File: config.mk
export PLATFORM = sky130hd
export DESIGN_NAME = conv_mac_controller_flat
export DESIGN_NICKNAME = d
export VERILOG_FILES = /design/src/rtl/conv_mac_if.sv /design/src/rtl/conv_mac_controller.sv /design/src/flat_wrapper.sv
export SDC_FILE = /design/constraint.sdc
export NUM_CORES = 1
export LEC_CHECK = 0
export CAP_MARGIN = 10
export CORE_UTILIZATION = 26
export CTS_BUF_LIST = sky130_fd_sc_hd__clkbuf_4 sky130_fd_sc_hd__clkbuf_8
export DETAILED_ROUTE_END_ITERATION = 12
export PLACE_DENSITY = 0.49
export SLEW_MARGIN = 10
export SYNTH_ARGS = -nofsm -noshare
export SYNTH_HDL_FRONTEND = slang
export SYNTH_SLANG_ARGS = --single-unit
File: constraint.sdc
create_clock -name clk -period 3.6 [get_ports clk]
set_clock_uncertainty 0.2 [all_clocks]
set_input_delay 0.72 -clock clk [delete_from_list [all_inputs] [get_ports clk]]
set_output_delay 0.72 -clock clk [all_outputs]
set_load 0.005 [all_outputs]
File: src/rtl/conv_mac_if.sv
// conv_mac_if: control, memory-read, multiplier and result signals of the convolution sequencer
interface conv_mac_if #(
    parameter int IMG_W = 4,
    parameter int FLT_W = 3,
    parameter int DW    = 4,
    parameter int PW    = 8,
    parameter int ACC_W = 12
);
    localparam int OUT_W = IMG_W - FLT_W + 1;
    localparam int IAW   = $clog2(IMG_W * IMG_W);
    localparam int FAW   = $clog2(FLT_W * FLT_W);
    localparam int OAW   = $clog2(OUT_W * OUT_W);

    logic             start;
    logic             busy;
    logic             done;
    logic             mem_re;
    logic [IAW-1:0]   img_addr;
    logic [DW-1:0]    img_rdata;
    logic [FAW-1:0]   flt_addr;
    logic [DW-1:0]    flt_rdata;
    logic             mul_start;
    logic [DW-1:0]    mul_a;
    logic [DW-1:0]    mul_b;
    logic [PW-1:0]    mul_p;
    logic             out_valid;
    logic [OAW-1:0]   out_addr;
    logic [ACC_W-1:0] out_data;

    modport master (
        input  start, img_rdata, flt_rdata, mul_p,
        output busy, done, mem_re, img_addr, flt_addr, mul_start, mul_a, mul_b,
               out_valid, out_addr, out_data
    );

    modport slave (
        output start, img_rdata, flt_rdata, mul_p,
        input  busy, done, mem_re, img_addr, flt_addr, mul_start, mul_a, mul_b,
               out_valid, out_addr, out_data
    );
endinterface

File: src/rtl/conv_mac_controller.sv
// conv_mac_controller: sequences one stride-1 convolution layer through a shared multiplier
module conv_mac_controller #(
    parameter int IMG_W = 4,
    parameter int FLT_W = 3,
    parameter int DW    = 4,
    parameter int PW    = 8,
    parameter int ACC_W = 12
) (
    input logic        clk,
    input logic        rst_n,
    conv_mac_if.master bus
);
    localparam int OUT_W = IMG_W - FLT_W + 1;
    localparam int IAW   = $clog2(IMG_W * IMG_W);
    localparam int FAW   = $clog2(FLT_W * FLT_W);
    localparam int OAW   = $clog2(OUT_W * OUT_W);
    localparam int TW    = $clog2(FLT_W + 1);
    localparam int RW    = $clog2(OUT_W + 1);

    typedef enum logic [1:0] {IDLE, RUN, DRAIN, DONE} state_t;

    state_t           state, state_n;
    logic [TW-1:0]    tr, tc, tr_n, tc_n;
    logic [RW-1:0]    row, col, row_n, col_n;
    logic             vld;
    logic [ACC_W-1:0] acc, sum, out_data;
    logic [IAW-1:0]   img_addr, ia_n;
    logic [FAW-1:0]   flt_addr, fa_n;
    logic [OAW-1:0]   out_addr, oa;
    logic             out_valid;
    logic             last_tc, last_tap, last_col, last_pix;

    assign last_tc  = tc == TW'(FLT_W - 1);
    assign last_tap = last_tc && tr == TW'(FLT_W - 1);
    assign last_col = col == RW'(OUT_W - 1);
    assign last_pix = last_col && row == RW'(OUT_W - 1);
    assign sum      = acc + {{(ACC_W - PW){1'b0}}, bus.mul_p};
    assign ia_n     = IAW'((32'(row_n) + 32'(tr_n)) * IMG_W + 32'(col_n) + 32'(tc_n));
    assign fa_n     = FAW'(32'(tr_n) * FLT_W + 32'(tc_n));
    assign oa       = OAW'(32'(row) * OUT_W + 32'(col));

    // state and tap/pixel counters
    always_ff @(posedge clk or negedge rst_n) begin
        if (!rst_n) begin
            state <= IDLE;
            tr    <= '0;
            tc    <= '0;
            row   <= '0;
            col   <= '0;
        end else begin
            state <= state_n;
            tr    <= tr_n;
            tc    <= tc_n;
            row   <= row_n;
            col   <= col_n;
        end
    end

    // next state; tap counter walks the filter row-major, pixel counter advances on DRAIN
    always_comb begin
        state_n = state;
        tr_n    = tr;
        tc_n    = tc;
        row_n   = row;
        col_n   = col;
        case (state)
            IDLE: begin
                state_n = bus.start ? RUN : IDLE;
                tr_n    = '0;
                tc_n    = '0;
                row_n   = '0;
                col_n   = '0;
            end
            RUN: begin
                state_n = last_tap ? DRAIN : RUN;
                tc_n    = last_tc ? '0 : tc + TW'(1);
                tr_n    = last_tc ? tr + TW'(1) : tr;
            end
            DRAIN: begin
                state_n = last_pix ? DONE : RUN;
                tr_n    = '0;
                tc_n    = '0;
                col_n   = last_col ? '0 : col + RW'(1);
                row_n   = last_pix ? '0 : (last_col ? row + RW'(1) : row);
            end
            default: begin
                state_n = IDLE;
                row_n   = '0;
                col_n   = '0;
            end
        endcase
    end

    // registered read addresses, one-cycle product valid, accumulator and result registers
    always_ff @(posedge clk or negedge rst_n) begin
        if (!rst_n) begin
            img_addr  <= '0;
            flt_addr  <= '0;
            vld       <= 1'b0;
            acc       <= '0;
            out_valid <= 1'b0;
            out_addr  <= '0;
            out_data  <= '0;
        end else begin
            img_addr  <= state_n == RUN ? ia_n : '0;
            flt_addr  <= state_n == RUN ? fa_n : '0;
            vld       <= state == RUN;
            acc       <= (state == RUN && vld) ? sum : '0;
            out_valid <= state == DRAIN;
            if (state == DRAIN) begin
                out_data <= sum;
                out_addr <= oa;
            end
        end
    end

    assign bus.busy      = state != IDLE;
    assign bus.done      = state == DONE;
    assign bus.mem_re    = state == RUN;
    assign bus.img_addr  = img_addr;
    assign bus.flt_addr  = flt_addr;
    assign bus.mul_start = vld;
    assign bus.mul_a     = DW'(bus.img_rdata);
    assign bus.mul_b     = DW'(bus.flt_rdata);
    assign bus.out_valid = out_valid;
    assign bus.out_addr  = out_addr;
    assign bus.out_data  = out_data;
endmodule

File: src/flat_wrapper.sv
// flat-port wrapper written by rule: the top's interface ports become plain ports
module conv_mac_controller_flat 
#(
    parameter int IMG_W = 4,
    parameter int FLT_W = 3,
    parameter int DW    = 4,
    parameter int PW    = 8,
    parameter int ACC_W = 12
)
  (clk, rst_n, bus_start, bus_img_rdata, bus_flt_rdata, bus_mul_p, bus_busy, bus_done, bus_mem_re, bus_img_addr, bus_flt_addr, bus_mul_start, bus_mul_a, bus_mul_b, bus_out_valid, bus_out_addr, bus_out_data);
  conv_mac_if #(.IMG_W(IMG_W), .FLT_W(FLT_W), .DW(DW), .PW(PW), .ACC_W(ACC_W)) bus_i ();
  input logic clk;
  input logic rst_n;
  input wire logic [$bits(bus_i.start)-1:0] bus_start;
  input wire logic [$bits(bus_i.img_rdata)-1:0] bus_img_rdata;
  input wire logic [$bits(bus_i.flt_rdata)-1:0] bus_flt_rdata;
  input wire logic [$bits(bus_i.mul_p)-1:0] bus_mul_p;
  output wire logic [$bits(bus_i.busy)-1:0] bus_busy;
  output wire logic [$bits(bus_i.done)-1:0] bus_done;
  output wire logic [$bits(bus_i.mem_re)-1:0] bus_mem_re;
  output wire logic [$bits(bus_i.img_addr)-1:0] bus_img_addr;
  output wire logic [$bits(bus_i.flt_addr)-1:0] bus_flt_addr;
  output wire logic [$bits(bus_i.mul_start)-1:0] bus_mul_start;
  output wire logic [$bits(bus_i.mul_a)-1:0] bus_mul_a;
  output wire logic [$bits(bus_i.mul_b)-1:0] bus_mul_b;
  output wire logic [$bits(bus_i.out_valid)-1:0] bus_out_valid;
  output wire logic [$bits(bus_i.out_addr)-1:0] bus_out_addr;
  output wire logic [$bits(bus_i.out_data)-1:0] bus_out_data;
  assign bus_i.start = bus_start;
  assign bus_i.img_rdata = bus_img_rdata;
  assign bus_i.flt_rdata = bus_flt_rdata;
  assign bus_i.mul_p = bus_mul_p;
  assign bus_busy = bus_i.busy;
  assign bus_done = bus_i.done;
  assign bus_mem_re = bus_i.mem_re;
  assign bus_img_addr = bus_i.img_addr;
  assign bus_flt_addr = bus_i.flt_addr;
  assign bus_mul_start = bus_i.mul_start;
  assign bus_mul_a = bus_i.mul_a;
  assign bus_mul_b = bus_i.mul_b;
  assign bus_out_valid = bus_i.out_valid;
  assign bus_out_addr = bus_i.out_addr;
  assign bus_out_data = bus_i.out_data;
  conv_mac_controller #(.IMG_W(IMG_W), .FLT_W(FLT_W), .DW(DW), .PW(PW), .ACC_W(ACC_W)) u_core (.clk(clk), .rst_n(rst_n), .bus(bus_i));
endmodule
After elaboration in Yosys (flattened, before gate mapping)
Index checks and enable logic that the tools add are counted.
Widths: inputs -> output; s select.

word-level totals
  output and inout bits = 35
  word-level logic and storage cells = 53
  input bits = 19
  flip-flop bits (word level) = 46

operators by class
  add/subtract/negate cells = 10
  reduce and logical (&&, ||, !) cells = 6
  mux-type cells = 16
  equality and inequality tests = 8
  multipliers = 1

operators with widths
  kind                 count
  $pmux 2 s2           4
  $mux 2               7
  $add 12x8->12        1
  $add 4x2->4          3
  $mux 12              1
  $add 2x1->2 const B  4
  $eq 2x1->1 const B   4
  $eq 2x2->1 const B   4
  $mux 4               2
  $pmux 2 s3           1
  $add 2x2->2          2
  $mul 2x2->4 const B  1
  $logic_and 1x1->1    3
  $logic_not 2->1      1
  $reduce_bool 2->1    1
  $reduce_or 2->1      1
  $mux 1               1

Longest topological paths before layout
Gate-level depths: netlist of the first run.

  depth in word-level cells = 8
  depth in mapped cells = 12
  mapped depth without buffers = 11

Least setup slack after synthesis of the first run
Ideal clock, no wire load.

  path kind = reg-to-reg
  start = register u_core.state[1]
  end = register u_core.flt_addr[2], in the netlist u_core.bus.flt_addr[2]
  stages on the path, launching flop included = 12
  required time = 3.327 ns
  path buffers = 1
  setup time = 0.073 ns
  path slack = 0.774 ns
  period minus slack after synthesis = 2.826 ns
  arrival time = 2.553 ns
  path through = dfrtp_1 inv_1 ha_1 clkbuf_1 nand3b_1 o21a_1 fa_1 inv_1 ha_1 inv_1 fa_1 nor2_1

on the way
  elaborated cells on any way between the ends = 11
  classes of those cells = 1 x add/sub; 1 x mul; 3 x eq/ne; 4 x mux; 2 x reduce/logical

RTL lines
  element                   line                        RTL
  start: declaration        conv_mac_controller.sv:22   state_t state, state_n;
  start signal: assignment  conv_mac_controller.sv:51   state <= state_n;
  $eq 2x1->1 (*)            n/a
  net bus_mem_re            flat_wrapper.sv:20          output wire logic [$bits(bus_i.mem_re)-1:0] bus_mem_re;
  $pmux 2 s2                conv_mac_controller.sv:66   case (state)
  $mul 2x2->4               conv_mac_controller.sv:39   assign fa_n = FAW'(32'(tr_n) * FLT_W + 32'(tc_n));
  $add 4x2->4               conv_mac_controller.sv:39
  $mux 4 (*)                conv_mac_controller.sv:106  flt_addr <= state_n == RUN ? fa_n : '0;
  end signal: assignment    conv_mac_controller.sv:106
  end: declaration          conv_mac_controller.sv:28   logic [FAW-1:0] flt_addr, fa_n;

The timed path passes the listed nets; every way through them passes the cells marked *.
A chain may end at the register's enable or synchronous reset.

Final worst setup path of the first run
  start = register u_core.state[0]
  end = register u_core.flt_addr[2], in the netlist u_core.bus.flt_addr[2]

on the way
  longest elaborated chain between the ends = 6
  elaborated cells on any way between the ends = 11
  classes of those cells = 1 x add/sub; 1 x mul; 3 x eq/ne; 4 x mux; 2 x reduce/logical

RTL lines
  element                                        line
  $eq 2x2->1 or $logic_not 2->1 (tied branches)  conv_mac_controller.sv:66
  $reduce_or 2->1 (no source line)               n/a
  $pmux 2 s2                                     conv_mac_controller.sv:66
  $mul 2x2->4                                    conv_mac_controller.sv:39
  $add 4x2->4                                    conv_mac_controller.sv:39
  $mux 4 (*)                                     conv_mac_controller.sv:106

Every way passes the cells marked *; elsewhere a longest branch is shown, timed or not.

==> flow_metrics.py, run 1 <==
metrics = {
    "outcome": {
        "status": "completed",
    },
    "clock_tree": {
        "cts.clk_slew.worst_paths_ns": 0.09,
        "cts-root-buf": "clkbuf_8",
        "postCtsSetupRepairBufs": 0,
        "cts_tree": "done",
        "cts_max_level": 2,
        "ctsHoldBuffers": 0,
        "clkLatencyLatePin_ns": 0.29,
        "clock-sinks": 46,
        "cts_buffers": 5,
        "cts.path.max_buffers": 2,
        "cts_resized": 0,
    },
    "cells_and_area": {
        "num-nets-final": 300,
        "drive_gt1_share_pct": 7.722,
        "fill_cells": 892,
        "seqCellArea_um2": 1151,
        "area_growth_pct": 23.09,
        "multi_input_area_um2": 1134,
        "antenna_cells": 0,
    },
    "setup_path": {
        "path_cells": "ha_1 -> nor4b_1 -> a21o_1 -> a22oi_2 -> fa_1 -> inv_1 -> ha_1 -> inv_1 -> fa_1 -> nor2_1",
        "reg2reg_slack_ns": 0.64,
        "slowest_delay_ns": 0.53,
        "cp_num_buf_inv": 2,
        "critPathCaptureType": "register",
        "rr_worst_depth": 10,
        "cp_max_fo": 13,
        "worstPathRequired_ns": 3.63,
        "critPathSlowestCell": "fa_1",
        "crit_path_start_kind": "register",
        "cp_top_family": "adder cells",
        "crit_type": "reg -> reg",
        "r2r-end": "u_core.bus.flt_addr[2]",
        "rr_startpoint": "u_core.state[0]",
        "cp.arrival_ns": 2.99,
    },
    "job": {
        "max_cap_viol_count": 0,
    },
    "yosys": {
        "ys.flop_type": "dfrtp_1",
        "ys_ff_latch": 46,
        "yosysWarnings": 0,
        "async_flop_share_pct": 100.0,
        "synth_mux_area_share_pct": 3.866,
        "syn-instance-count": 223,
        "synth_seq_area_share_pct": 47.42,
        "netlist_area_um2": 2427,
        "synthAdderAreaFrac_pct": 13.09,
        "synth_xor_area_share_pct": 4.897,
        "synth_top_family_by_area": "compound AO/OA/AOI/OAI gates",
        "synth_compound_area_share_pct": 13.25,
        "syn_area_per_cell_um2": 10.88,
        "synth_edf_count": 0,
        "synthSimpleGateAreaFrac_pct": 11.60,
        "syn_nets": 265,
        "yosysUniqueCellTypes": 43,
    },
    "timing": {
        "period_needed_ns": 2.958,
        "hold_viol_final": 0,
        "tightest_slew_ns": 0.6868,
        "drv_slew": 0,
        "slew_headroom_pct": 54.21,
        "setup_violations": 0,
        "fmax_ghz": 0.3381,
        "setup-tns-final_ns": 0,
        "rsz0062_at_grt": "false",
        "layout_setup_ws_ns": 0.6422,
        "post-route-period-util_pct": 82.16,
    },
    "floorplanning": {
        "core_um2": 8891,
        "initial_core_util_pct": 27.30,
        "die_area_um2": 9726,
        "die_y_um": 98.62,
        "die_width_um": 98.62,
        "fp-row-count": 34,
        "io_pins": 54,
    },
    "power_and_ir_drop": {
        "ir_worst_vdd_v": 0.0002143,
        "power_leakage_nw": 1.369,
        "power_density_nw_per_um2": 634.8,
    },
    "grt": {
        "grt_pass1_vias": 1721,
        "grt_max_degree": 31,
        "grt-ovfl-total": 0,
        "antenna_found_initial": 0,
        "track_usage_pct": 11.26,
        "grt_first_pass_wirelength_mm": 8.659,
    },
    "placement": {
        "numPortBuffers": 37,
        "place_congestion": 0.7266,
        "place_ws_ns": 0.5118,
        "dp_hpwl_mm": 3.796,
    },
    "drt": {
        "wl_mm": 4.983,
        "ant_nets": 0,
        "drt_iter0_markers": 29,
        "first_pass_iters": 4,
        "vias_per_cell": 4.504,
        "drcViolationCount": 0,
        "post_drt_wl_per_cell_um": 13.58,
        "routed-via-count": 1653,
    },
    "min_path": {
        "hp-class": "in -> async",
    },
}
==> sequential cells by signal (all words and copies together), names as in the netlist <==
signal,flops
u_core.acc,12
u_core.bus.flt_addr,4
u_core.bus.img_addr,4
u_core.bus.mul_start,1
u_core.bus.out_addr,2
u_core.bus.out_data,12
u_core.bus.out_valid,1
u_core.col,2
u_core.row,2
u_core.state,2
u_core.tc,2
u_core.tr,2
==> synth_stat cells (all sizes together), types with 5 or more instances <==
master | number | area share [%]
xor2 | 6 | 2.2
ha | 19 | 9.8
dfrtp | 46 | 47
inv | 17 | 2.6
xnor2 | 5 | 1.8
a21oi | 15 | 3.1
nor2 | 20 | 3.1
mux2i | 6 | 2.5
o21a | 5 | 1.5
nand2 | 7 | 1.1
and2 | 6 | 1.5
buf | 9 | 2.6
or3 | 5 | 1.3
o21ai | 9 | 1.9
==> worst max path at each step <==
stage,start,endpoint,cells past startpoint
finish,u_core.state[0],u_core.bus.flt_addr[2],10
global route,u_core.state[0],u_core.bus.flt_addr[2],10
CTS,u_core.state[0],u_core.bus.flt_addr[2],10
detailed placement,bus_mul_p[0],u_core.bus.out_data[10],8
global placement,bus_mul_p[0],u_core.bus.out_data[10],8
floorplan,u_core.state[1],u_core.bus.flt_addr[2],11
==> power breakdown <==
group          leakage, nW  switching, mW  internal, mW  total (mW)
logic                0.734          0.372         0.412       0.784
clock network       0.0579          0.174         0.205       0.379
registers            0.577         0.0716         0.662       0.734
==> placed cells by master (no fill, tap or decap), types with 2 or more instances in the layout <==
| master | instances |
|---|---|
| mux2_2 | 3 |
| a21o_1 | 3 |
| nor2b_1 | 4 |
| mux2i_1 | 6 |
| nor4b_1 | 2 |
| xnor2_1 | 5 |
| nand2_1 | 7 |
| o211a_1 | 2 |
| o21ai_0 | 8 |
| a31oi_1 | 3 |
| dfrtp_1 | 46 |
| a211oi_1 | 2 |
| buf_4 | 4 |
| and3_1 | 2 |
| clkbuf_8 | 5 |
| fa_1 | 4 |
| clkinv_2 | 2 |
| a21oi_1 | 15 |
| xor2_1 | 6 |
| nand3_1 | 2 |
| inv_1 | 17 |
| clkdlybuf4s50_1 | 36 |
| nor2_1 | 20 |
| ha_1 | 19 |
| or3_1 | 5 |
| and2_1 | 6 |
| o21bai_1 | 2 |
| o21a_1 | 5 |
==> metal layers <==
layer  global-route usage (%)  wire length (um)
met5                        0                 0
met4                    2.411                21
met3                    3.121               224
met2                    18.74              2329
met1                    14.65              2408
==> kinds of logic (layout without fill, tap and decap cells) <==
group / count (synthesis) / after routing
compound gates: 49 / 49
buf+inv: 30 / 66
fa+ha+maj: 23 / 23
mux: 9 / 9
simple gates: 54 / 54
flops: 46 / 46
xor+xnor: 12 / 12
==> layout make-up <==
class | count | share of cell area (%)
Tap cell | 108 | 4.523
Sequential cell | 46 | 38.53
Clock buffer | 5 | 2.303
Timing Repair Buffer | 41 | 13.23
Inverter | 17 | 2.136
Multi-Input combinational cell | 147 | 37.94
Clock inverter | 3 | 1.340
==> metrics by stage <==
step | power [mW] | hold slack [ns] | utilization, % | std cells | cell area, um^2
6_report | 1.897 | 0.2568 | 33.61 | 367 | 2988
5_1_grt | 2.066 | 0.3191 | 33.61 | 367 | 2988
4_1_cts | 1.931 | 0.2876 | 33.61 | 367 | 2988
3_5_place_dp | 1.539 | 0.3035 | 32.38 | 359 | 2879
3_3_place_gp | 1.532 | 0.2943 | 32.38 | 359 | 2879
2_1_floorplan | 1.212 | 0.2244 | - | 223 | 2427
Note: power is estimated with default switching activity, not from simulation.
==> inputs of run 2 (changes only) <==
PLACE_DENSITY = 0.5   (was 0.49)
clock period = 2.7 ns   (was 3.6 ns; I/O delays follow)
==> run 2 against run 1 <==
Net effect:
- via count rose by 3.0%
- non-clock buffer count up 13
- critical endpoint unchanged
- fmax up 12%
- design area grew 5.9%
- wire length is 2.9% higher
- highest routed layer unchanged
- cell count increased by 3.5%
==> flow_metrics.py, run 2 (same netlist as run 1, synthesis figures left out) <==
metrics = {
    "clock_tree": {
        "cts_max_level": 2,
        "cts_buffers": 5,
        "cts-root-buf": "clkbuf_8",
        "clock-sinks": 46,
        "clkLatencyLatePin_ns": 0.30,
        "cts_tree": "done",
        "cts.clk_slew.worst_paths_ns": 0.09,
        "cts.path.max_buffers": 2,
    },
    "timing": {
        "fmax_ghz": 0.3782,
        "period_needed_ns": 2.644,
        "timing.hold.ws_ns": 0.3192,
        "post-route-period-util_pct": 97.93,
        "rsz0062_at_grt": "true",
        "drv_slew": 0,
        "slew_headroom_pct": 69.21,
        "tightest_slew_ns": 0.4584,
        "setup_violations": 0,
        "hold_viol_final": 0,
        "setup-tns-final_ns": 0,
    },
    "grt": {
        "grt_max_degree": 22,
        "grt_first_pass_wirelength_mm": 8.556,
        "grtUsageMet2_pct": 17.88,
        "grt-ovfl-total": 0,
        "grt.met3_usage_pct": 2.766,
        "grt_pass1_vias": 1753,
        "grt_busiest_layer": "met2",
        "track_usage_pct": 11.28,
        "antenna_found_initial": 0,
        "met1_usage_pct": 15.04,
    },
    "cells_and_area": {
        "reg_top3": "u_core.acc: 12 flops, u_core.bus.out_data: 12 flops",
        "fill_cells": 907,
        "final_common_cell": "dfrtp_1",
        "area_growth_pct": 30.36,
        "final_cell_count_no_fill": 380,
        "final_cell_mix": "dfrtp_1 (45), clkdlybuf4s50_1 (36), nor2_1 (18), buf_4 (15)",
        "num-nets-final": 313,
        "antenna_cells": 0,
        "postLayoutCellArea_um2": 3164,
        "drive_gt1_share_pct": 17.28,
    },
    "drt": {
        "post_drt_wl_per_cell_um": 13.49,
        "drcViolationCount": 0,
        "routed-via-count": 1702,
        "drt_iter0_markers": 25,
        "ant_nets": 0,
        "first_pass_iters": 4,
        "wl_mm": 5.127,
        "vias_per_cell": 4.479,
    },
    "power_and_ir_drop": {
        "power_leakage_nw": 1.425,
        "finalPower_mw": 2.544,
        "power_density_nw_per_um2": 804.0,
        "p_sw_share_pct": 34.38,
        "seq_power_share_pct": 38.5,
        "ir_worst_vdd_v": 0.0004055,
        "intPower_mw": 1.669,
        "switchingPower_mw": 0.8746,
        "combPwrFrac_pct": 44.8,
        "clockPowerShare_pct": 16.8,
    },
    "floorplanning": {
        "die_area_um2": 9726,
        "die_width_um": 98.62,
        "fp-row-count": 34,
        "core_um2": 8891,
        "die_y_um": 98.62,
        "io_pins": 54,
        "initial_core_util_pct": 27.30,
    },
    "placement": {
        "numPortBuffers": 37,
        "place_congestion": 0.7492,
        "placed_cell_area_um2": 2977,
        "dp_cells": 370,
        "dp_hpwl_mm": 3.790,
    },
    "setup_path": {
        "worstPathRequired_ns": 2.69,
        "cp_num_buf_inv": 3,
        "critPathSlowestCell": "fa_1",
        "cp_top_family": "adder cells",
        "crit_path_start_kind": "register",
        "crit_type": "reg -> reg",
        "critPathCaptureType": "register",
        "cp_max_fo": 5,
        "cp.arrival_ns": 2.63,
        "cpMostUsedCell": "fa_1",
        "slowest_delay_ns": 0.47,
        "path_cells": "ha_4 -> buf_6 -> a21oi_2 -> nor2_2 -> a31oi_4 -> fa_1 -> inv_1 -> ha_2 -> inv_2 -> fa_1 -> nor2_1",
    },
    "min_path": {
        "hp-class": "reg -> reg",
    },
    "outcome": {
        "status": "completed",
    },
    "job": {
        "max_cap_viol_count": 0,
    },
}
run 2: area by class of cell:
cell class	count	area [um^2]	area share (%)
timing repair buffer	54	499.2	15.78
clock inverter	3	21.27	0.6722
sequential	46	1152	36.42
clock buffer	5	68.82	2.175
tap	108	135.1	4.270
inverter	17	63.81	2.017
multi-input combinational	147	1224	38.67
run 2: path summary, 6_finish.rpt:
path	from	slack, ns	cells after the start	to
min in group asynchronous	rst_n	0.48	2	u_core.row[0]
max in group asynchronous	rst_n	1.24	3	u_core.state[0]
setup / recovery	u_core.state[0]	0.06	11	u_core.bus.flt_addr[2]
hold reg to reg	u_core.bus.out_data[1]	0.32	1	u_core.bus.out_data[1]
setup reg to reg	u_core.state[0]	0.06	11	u_core.bus.flt_addr[2]
hold / removal	u_core.bus.out_data[1]	0.32	1	u_core.bus.out_data[1]
run 2: timing repair:
action	4_1_cts	5_1_grt
hold buffers	1	0
endpoints found under the setup margin	2	3
gates resized for setup	5	14
setup buffers	0	1
endpoints found under the hold margin	15	0
pin swaps	0	6
run 2: through the flow:
step | setup WS (ns) | utilization (%)
after global placement | -0.1249 | 33.48
after detailed placement | -0.1421 | 33.48
after floorplan | 0.04433 | -
final | 0.05598 | 35.59
after global routing | -0.05712 | 35.59
after CTS | 0.01911 | 34.87
run 2: worst reg2reg max path, stage by stage (launching register included):
cell and delay [ns]:
dfrtp_2 0.46, ha_4 0.21, buf_6 0.12, a21oi_2 0.11, nor2_2 0.06, a31oi_4 0.18
fa_1 0.42, inv_1 0.07, ha_2 0.17, inv_2 0.03, fa_1 0.47, nor2_1 0.04
run 2: routing by layer:
| layer | up-vias | wire length (um) | part of all wire (%) |
|---|---|---|---|
| li1 | 855 | - | - |
| met2 | 41 | 2373 | 46 |
| met5 | - | 0 | 0 |
| met1 | 799 | 2462 | 48 |
| met4 | 0 | 66 | 1.3 |
| met3 | 7 | 224 | 4.4 |
run 2: power groups by stage:
stage	clock (mW)	combinational, mW	sequential (mW)
floorplan	0	0.631	0.989
global placement	0	1.10	0.991
detailed placement	0	1.10	0.990
CTS	0.450	1.13	0.981
global route	0.475	1.29	1.01
finish	0.427	1.14	0.978
